$ cat config.mk
export PLATFORM = sky130hd
export DESIGN_NAME = sar_search
export DESIGN_NICKNAME = d
export VERILOG_FILES = /design/src/rtl/sar_pkg.sv /design/src/rtl/sar_search.sv
export SDC_FILE = /design/constraint.sdc
export NUM_CORES = 1
export LEC_CHECK = 0
export CAP_MARGIN = 10
export CORE_MARGIN = 2
export CORE_UTILIZATION = 30
export DETAILED_ROUTE_END_ITERATION = 8
export GPL_TIMING_DRIVEN = 0
export SLEW_MARGIN = 25
export SYNTH_ARGS = -nofsm -noshare
export SYNTH_HDL_FRONTEND = slang
export SYNTH_SLANG_ARGS = --single-unit
$ cat constraint.sdc
create_clock -name clk -period 2.4 [get_ports clk]
set_input_delay 0.48 -clock clk [delete_from_list [all_inputs] [get_ports clk]]
set_output_delay 0.48 -clock clk [all_outputs]
set_load 0.01 [all_outputs]
$ cat src/rtl/sar_pkg.sv
// Shared types and constants for the successive-approximation search block.
package sar_pkg;

   localparam int unsigned WidthDefault = 4;

   typedef enum logic [1:0] {
      StIdle,
      StSearch,
      StDone
   } state_e;

endpackage

$ cat src/rtl/sar_search.sv
// Successive-approximation search driving an external comparator, MSB first.
// Optional macro SAR_SEARCH_EARLY_EXIT_EN: finish as soon as aeb is seen.
module sar_search
   import sar_pkg::*;
#(
   parameter int unsigned WIDTH = WidthDefault
) (
   input  logic                         clk,
   input  logic                         rst_n,
   input  logic                         start,
   input  logic                         agb,
   input  logic                         aeb,
   input  logic                         alb,
   output logic [WIDTH-1:0]             guess,
   output logic                         busy,
   output logic                         done,
   output logic [WIDTH-1:0]             result,
   output logic [$clog2(WIDTH+1)-1:0]   steps,
   output logic                         err
);

   localparam int unsigned SW = $clog2(WIDTH + 1);
   localparam int unsigned IW = (WIDTH > 2) ? $clog2(WIDTH) : 1;

   state_e           state_q, state_d;
   logic [WIDTH-1:0] guess_q, guess_d;
   logic [WIDTH-1:0] result_q, result_d;
   logic [IW-1:0]    bit_idx_q, bit_idx_d;
   logic [SW-1:0]    cnt_q, cnt_d;
   logic [SW-1:0]    steps_q, steps_d;
   logic             busy_q, busy_d;
   logic             done_q, done_d;
   logic             err_q, err_d;

   logic [WIDTH-1:0] upd;
   logic [SW-1:0]    cnt_inc;
   logic             legal;
   logic             hit;

   always_comb begin
      state_d   = state_q;
      guess_d   = guess_q;
      result_d  = result_q;
      bit_idx_d = bit_idx_q;
      cnt_d     = cnt_q;
      steps_d   = steps_q;
      busy_d    = busy_q;
      done_d    = 1'b0;
      err_d     = err_q;

      legal   = (agb ^ aeb ^ alb) & ~(agb & aeb & alb);
      cnt_inc = cnt_q + SW'(1);
      upd     = guess_q;
      if (agb) begin
         upd[bit_idx_q] = 1'b0;
      end
`ifdef SAR_SEARCH_EARLY_EXIT_EN
      hit = aeb;
`else
      hit = 1'b0;
`endif

      unique case (state_q)
         StIdle: begin
            guess_d = '0;
            busy_d  = 1'b0;
            if (start) begin
               guess_d            = '0;
               guess_d[WIDTH-1]   = 1'b1;
               bit_idx_d          = IW'(WIDTH - 1);
               cnt_d              = '0;
               err_d              = 1'b0;
               busy_d             = 1'b1;
               state_d            = StSearch;
            end
         end
         StSearch: begin
            cnt_d = cnt_inc;
            if (!legal) begin
               // Abort keeps the guess under test, not a half-updated one.
               err_d    = 1'b1;
               result_d = guess_q;
               steps_d  = cnt_inc;
               guess_d  = '0;
               busy_d   = 1'b0;
               done_d   = 1'b1;
               state_d  = StDone;
            end else if (hit || bit_idx_q == '0) begin
               result_d = upd;
               steps_d  = cnt_inc;
               guess_d  = '0;
               busy_d   = 1'b0;
               done_d   = 1'b1;
               state_d  = StDone;
            end else begin
               bit_idx_d          = bit_idx_q - IW'(1);
               guess_d            = upd;
               guess_d[bit_idx_d] = 1'b1;
            end
         end
         StDone: begin
            state_d = StIdle;
         end
         default: begin
            state_d = StIdle;
            guess_d = '0;
            busy_d  = 1'b0;
         end
      endcase
   end

   always_ff @(posedge clk or negedge rst_n) begin
      if (!rst_n) begin
         state_q   <= StIdle;
         guess_q   <= '0;
         result_q  <= '0;
         bit_idx_q <= '0;
         cnt_q     <= '0;
         steps_q   <= '0;
         busy_q    <= 1'b0;
         done_q    <= 1'b0;
         err_q     <= 1'b0;
      end else begin
         state_q   <= state_d;
         guess_q   <= guess_d;
         result_q  <= result_d;
         bit_idx_q <= bit_idx_d;
         cnt_q     <= cnt_d;
         steps_q   <= steps_d;
         busy_q    <= busy_d;
         done_q    <= done_d;
         err_q     <= err_d;
      end
   end

   assign guess  = guess_q;
   assign busy   = busy_q;
   assign done   = done_q;
   assign result = result_q;
   assign steps  = steps_q;
   assign err    = err_q;

endmodule

Word-level counts from Yosys, hierarchy flattened:

Index checks and enable logic that the tools add are counted.
Widths: inputs -> output; s select.

* $add $sub $neg: 2
* reduce and logical (&&, ||, !) cells: 11
* bitwise gates (word level): 10
* eq/ne operators: 8
* mux-type cells: 33
* magnitude comparators: 4

Operators by type and width (number)
* $mux 4: 6
* $mux 2: 6
* $pmux 4 s3: 1
* $mux 1: 10
* $mux 3: 3
* $ne 2x2->1 const B: 4
* $pmux 2 s2: 2
* $reduce_and 2->1: 4
* $lt 2x3->1 const B: 2
* $pmux 3 s2: 1
* $and 4x4->4: 1
* $demux 1 s2: 2
* $ge 2x1->1 const B: 2
* $logic_not 2->1: 2
* $not 4->4: 1
* $or 4x4->4: 1
* $reduce_and 4->1: 1
* $add 3x1->3 const B: 1
* $and 1x1->1: 3
* $ne 3x3->1 const B: 1
* $pmux 1 s3: 1
* $reduce_and 3->1: 1
* $eq 2x1->1 const B: 1
* $eq 2x2->1 const B: 1
* other kinds (7): 10

* bits in registers: 21
* output and inout port bits: 14

Logic depth before layout (Yosys ltp):

* depth in word-level cells: 11
* gate-level depth with buffers: 5
* mapped depth without buffers: 5

Worst setup path before layout:

Ideal clock, no wire load.

* path kind: input -> register
* start point: in agb
* end point: reg steps_q[1] (netlist: steps[1])
* library setup time: 125 ps
* path slack: 615 ps
* buffers on the path: 0
* cell stages on the path: 4
* data arrival time: 1660 ps
* path through: ha_1 nor3b_2 nor3_4 mux2_4

* cells in the longest elaborated chain, start to end: 6

Ends and longest elaborated chain
* start: declaration: RTL line sar_search.sv:11 `input logic agb,`
* $and 1x1->1 (2 in a row): RTL line sar_search.sv:51 `legal = (agb ^ aeb ^ alb) & ~(agb & aeb & alb);`
* $not 1->1: RTL line sar_search.sv:51
* $and 1x1->1 *: RTL line sar_search.sv:51
* $ne 2x1->1 (no source line)
* $reduce_and 2->1 (no source line)
* end signal: assignment: RTL line sar_search.sv:129 `steps_q <= steps_d;`
* end: declaration: RTL line sar_search.sv:30 `logic [SW-1:0] steps_q, steps_d;`

Every way passes the cells marked *; elsewhere a longest branch is shown, timed or not.
A chain may end at the register's enable or synchronous reset.

Worst setup path in the final report:

* start point: in agb
* end point: reg steps_q[2] (netlist: steps[2])

Same word-level chain as after synthesis.

==> flow_metrics.py <==
metrics = {
    "job": {
        "cap_violations": 0,
    },
    "yosys": {
        "yosysUniqueCellTypes": 30,
        "synth.top_cells.by_area": "dfrtp_1, ha_1, nand2_1",
        "ys_seq_area_share_pct": 47.5,
        "synth_top_area_share_pct": 47.5,
        "ys_ff_latch": 21,
        "syn_area_sq_um": 1110,
        "ys_warn_count": 0,
        "synthesis.instances": 106,
        "yosys.area.top_type": "dfrtp_1",
        "syn_area_per_cell_sq_um": 10.4,
        "syn_nets": 118,
    },
    "floorplanning": {
        "die_x_um": 64.7,
        "start_util_pct": 30.7,
        "floorplan.rows": 22,
        "die_y_um": 64.7,
        "num_io_pins": 20,
        "core_sq_um": 3610,
        "dieArea_sq_um": 4190,
    },
    "placed_design": {
        "io_buffers": 19,
        "gp_congestion": 0.800,
        "post-dp-hpwl_um": 1670,
        "placed_area_sq_um": 1360,
    },
    "clocking": {
        "clkSinkCount": 21,
        "clk_latency_ns": 0.26,
        "numCtsBuffers": 3,
        "postCtsSetupBuffers": 0,
        "cts_root_buf": "clkbuf_8",
        "cts_tree": "done",
        "clockBufferDepth": 2,
        "cts_hold_buf": 0,
        "clkTransAtPathRegs_ns": 0.07,
        "htreeDepth": 1,
        "cts.repair.resized": 0,
    },
    "sta": {
        "hold-worst-slack_ns": 0.165,
        "finalSetupViolCount": 0,
        "max_freq_ghz": 0.456,
        "finalCritPeriodShare_pct": 91.4,
        "drv_slew": 0,
        "rsz0062_at_grt": "false",
        "setup_tns_ns": 0,
        "finalHoldViolCount": 0,
        "period_minus_slack_ns": 2.19,
        "worst_slew_pin_slew_ns": 0.479,
        "timing.slew.headroom_pct": 67.9,
        "finClkSkew_ns": 0.00109,
    },
    "cells_and_area": {
        "diodes": 0,
        "area_growth_syn_to_layout_pct": 26.2,
        "fillers": 360,
        "drive_gt1_share_pct": 10.9,
        "fin_area_sq_um": 1400,
        "final_util_pct": 38.7,
        "fin_nets": 142,
    },
    "drt": {
        "first_pass_iters": 4,
        "wirelength_um": 2150,
        "antenna_left": 0,
        "vias_per_cell": 4.81,
        "vias": 851,
        "drc": 0,
        "drt_iter0_drc": 50,
        "wl_per_cell_um": 12.1,
    },
    "grt": {
        "track_usage_pct": 11.6,
        "grt-ovfl-total": 0,
        "antenna_found_initial": 0,
        "grt_pass1_wl_um": 3820,
        "grt_pass1_vias": 881,
        "grt_max_degree": 22,
    },
    "setup_path": {
        "crit_fanout": 8,
        "worst_ep_arrival_time_ns": 2.34,
        "crit_path_end_kind": "flip-flop",
        "path_class": "in2reg",
        "cp_cell_sequence": "clkdlybuf4s50_1, ha_1, nor3b_2, nor3_4, mux2_4",
        "max_stage_delay_ns": 0.50,
        "path_buf_inv": 1,
        "cp.required_ns": 2.55,
        "crit_path_start_kind": "input port",
        "cpMaxStageDelayCell": "clkdlybuf4s50_1",
        "critPathTopFamily": "simple AND/OR/NAND/NOR gates",
    },
    "power": {
        "p_int_mw": 0.924,
        "sw_frac_of_total_pct": 36.1,
        "leakagePower_nw": 0.611,
        "peakVddDrop_mv": 0.218,
        "power_switching_mw": 0.523,
        "clock_power_share_pct": 15.8,
        "powerDensity_nw_per_um2": 1040,
        "power.share.combinational_pct": 44.3,
        "seq_power_share_pct": 40.0,
    },
    "worst_hold_path": {
        "worstHoldPathType": "in2async",
    },
    "run_status": {
        "outcome": "complete, no violations",
    },
}
[state kept, by name, indices dropped and copies added, names as in the netlist]
register / flops
result: 4
state_q: 2
steps: 3
guess: 4
done: 1
busy: 1
bit_idx_q: 2
err: 1
cnt_q: 3
[power groups by stage]
stage / Combinational, mW / Sequential (mW) / Clock [mW]
finish: 0.640 / 0.578 / 0.228
global route: 0.718 / 0.597 / 0.249
CTS: 0.652 / 0.578 / 0.237
detailed placement: 0.648 / 0.582 / 0
global placement: 0.640 / 0.578 / 0
floorplan: 0.363 / 0.602 / 0
[worst reg2reg max path, stage by stage, from the launching register on]
cell and delay, ns:
dfrtp_1 0.48, inv_1 0.12, ha_1 0.30, nor4b_4 0.47, nor3_4 0.15, mux2_4 0.32
[synth_stat cells]
cell      number
a21oi_1        7
a21oi_2        1
a22o_1         1
a31o_2         1
a32o_1         2
buf_2          2
clkbuf_1       2
dfrtp_1       21
ha_1           6
inv_1          8
mux2_4         2
mux2i_1        3
nand2_1       16
nand2b_1       3
nand3_1        1
nor2_1         2
nor2b_1        5
nor3_1         1
nor3_4         1
nor3b_1        2
nor3b_2        1
nor4b_4        1
o211ai_1       2
o21ai_0        5
o21ai_2        1
o21bai_1       1
o22ai_1        2
o32ai_1        4
or3b_1         1
xor2_1         1
[placed cells by master, fill, tap and decap left out]
cell	n
a21oi_1	7
a21oi_2	1
a22o_1	1
a31o_2	1
a32o_1	2
buf_2	3
clkbuf_1	3
clkbuf_8	3
clkdlybuf4s50_1	18
dfrtp_1	21
ha_1	6
inv_1	8
mux2_4	2
mux2i_1	3
nand2_1	16
nand2b_1	3
nand3_1	1
nor2_1	2
nor2b_1	5
nor3_1	1
nor3_4	1
nor3b_1	2
nor3b_2	1
nor4b_4	1
o211ai_1	2
o21ai_0	5
o21ai_2	1
o21bai_1	1
o22ai_1	2
o32ai_1	4
or3b_1	1
xor2_1	1
[per-layer routing]
layer	track usage, %	share of wire, %	routed length (um)	vias up
li1	-	-	-	416
met5	0	0	0	-
met1	14.4	47	1000	415
met2	19.1	48	1030	16
met3	2.08	3.3	71	4
met4	6.38	2.1	45	0
[final cells by class]
type / count / area (sq um) / area share, %
multi-input cells: 73 / 533 / 38.2
flip-flops and latches: 21 / 526 / 37.6
repair buffers: 19 / 185 / 13.3
well taps: 48 / 60.1 / 4.30
clock buffers: 4 / 45.0 / 3.23
inverters: 8 / 30.0 / 2.15
plain buffers: 4 / 17.5 / 1.25
[stage by stage]
step / setup WS, ns / power [mW] / cells
floorplan: 0.615 / 0.966 / 106
global placement: -0.0551 / 1.22 / 173
detailed placement: -0.0637 / 1.23 / 173
CTS: 0.207 / 1.47 / 177
global route: 0.135 / 1.56 / 177
finish: 0.208 / 1.45 / 177
[cells by family after synthesis]
group | after synthesis | synth area share (%)
adder cells (fa/ha/maj) | 6 | 6.79
buffers and inverters | 12 | 4.30
AO/OA/AOI/OAI | 27 | 16.7
XOR/XNOR | 1 | 0.792
AND/OR/NAND/NOR | 34 | 18.4
multiplexers | 5 | 5.43
flip-flops | 21 | 47.5
[final timing paths]
path,startpoint,endpoint,slack [ns],cells past startpoint
min,rst_n,cnt_q[0]$_DFFE_PN0P_,0.17,1
max reg2reg,bit_idx_q[0]$_DFFE_PN0P_,steps[2]$_DFFE_PN0P_,0.45,5
min in group clk,result[2]$_DFFE_PN0P_,result[2]$_DFFE_PN0P_,0.52,2
max in group asynchronous,rst_n,result[1]$_DFFE_PN0P_,1.92,1
min reg2reg,result[2]$_DFFE_PN0P_,result[2]$_DFFE_PN0P_,0.52,2
max,agb,steps[2]$_DFFE_PN0P_,0.21,5
Note: power is estimated with default switching activity, not from simulation.
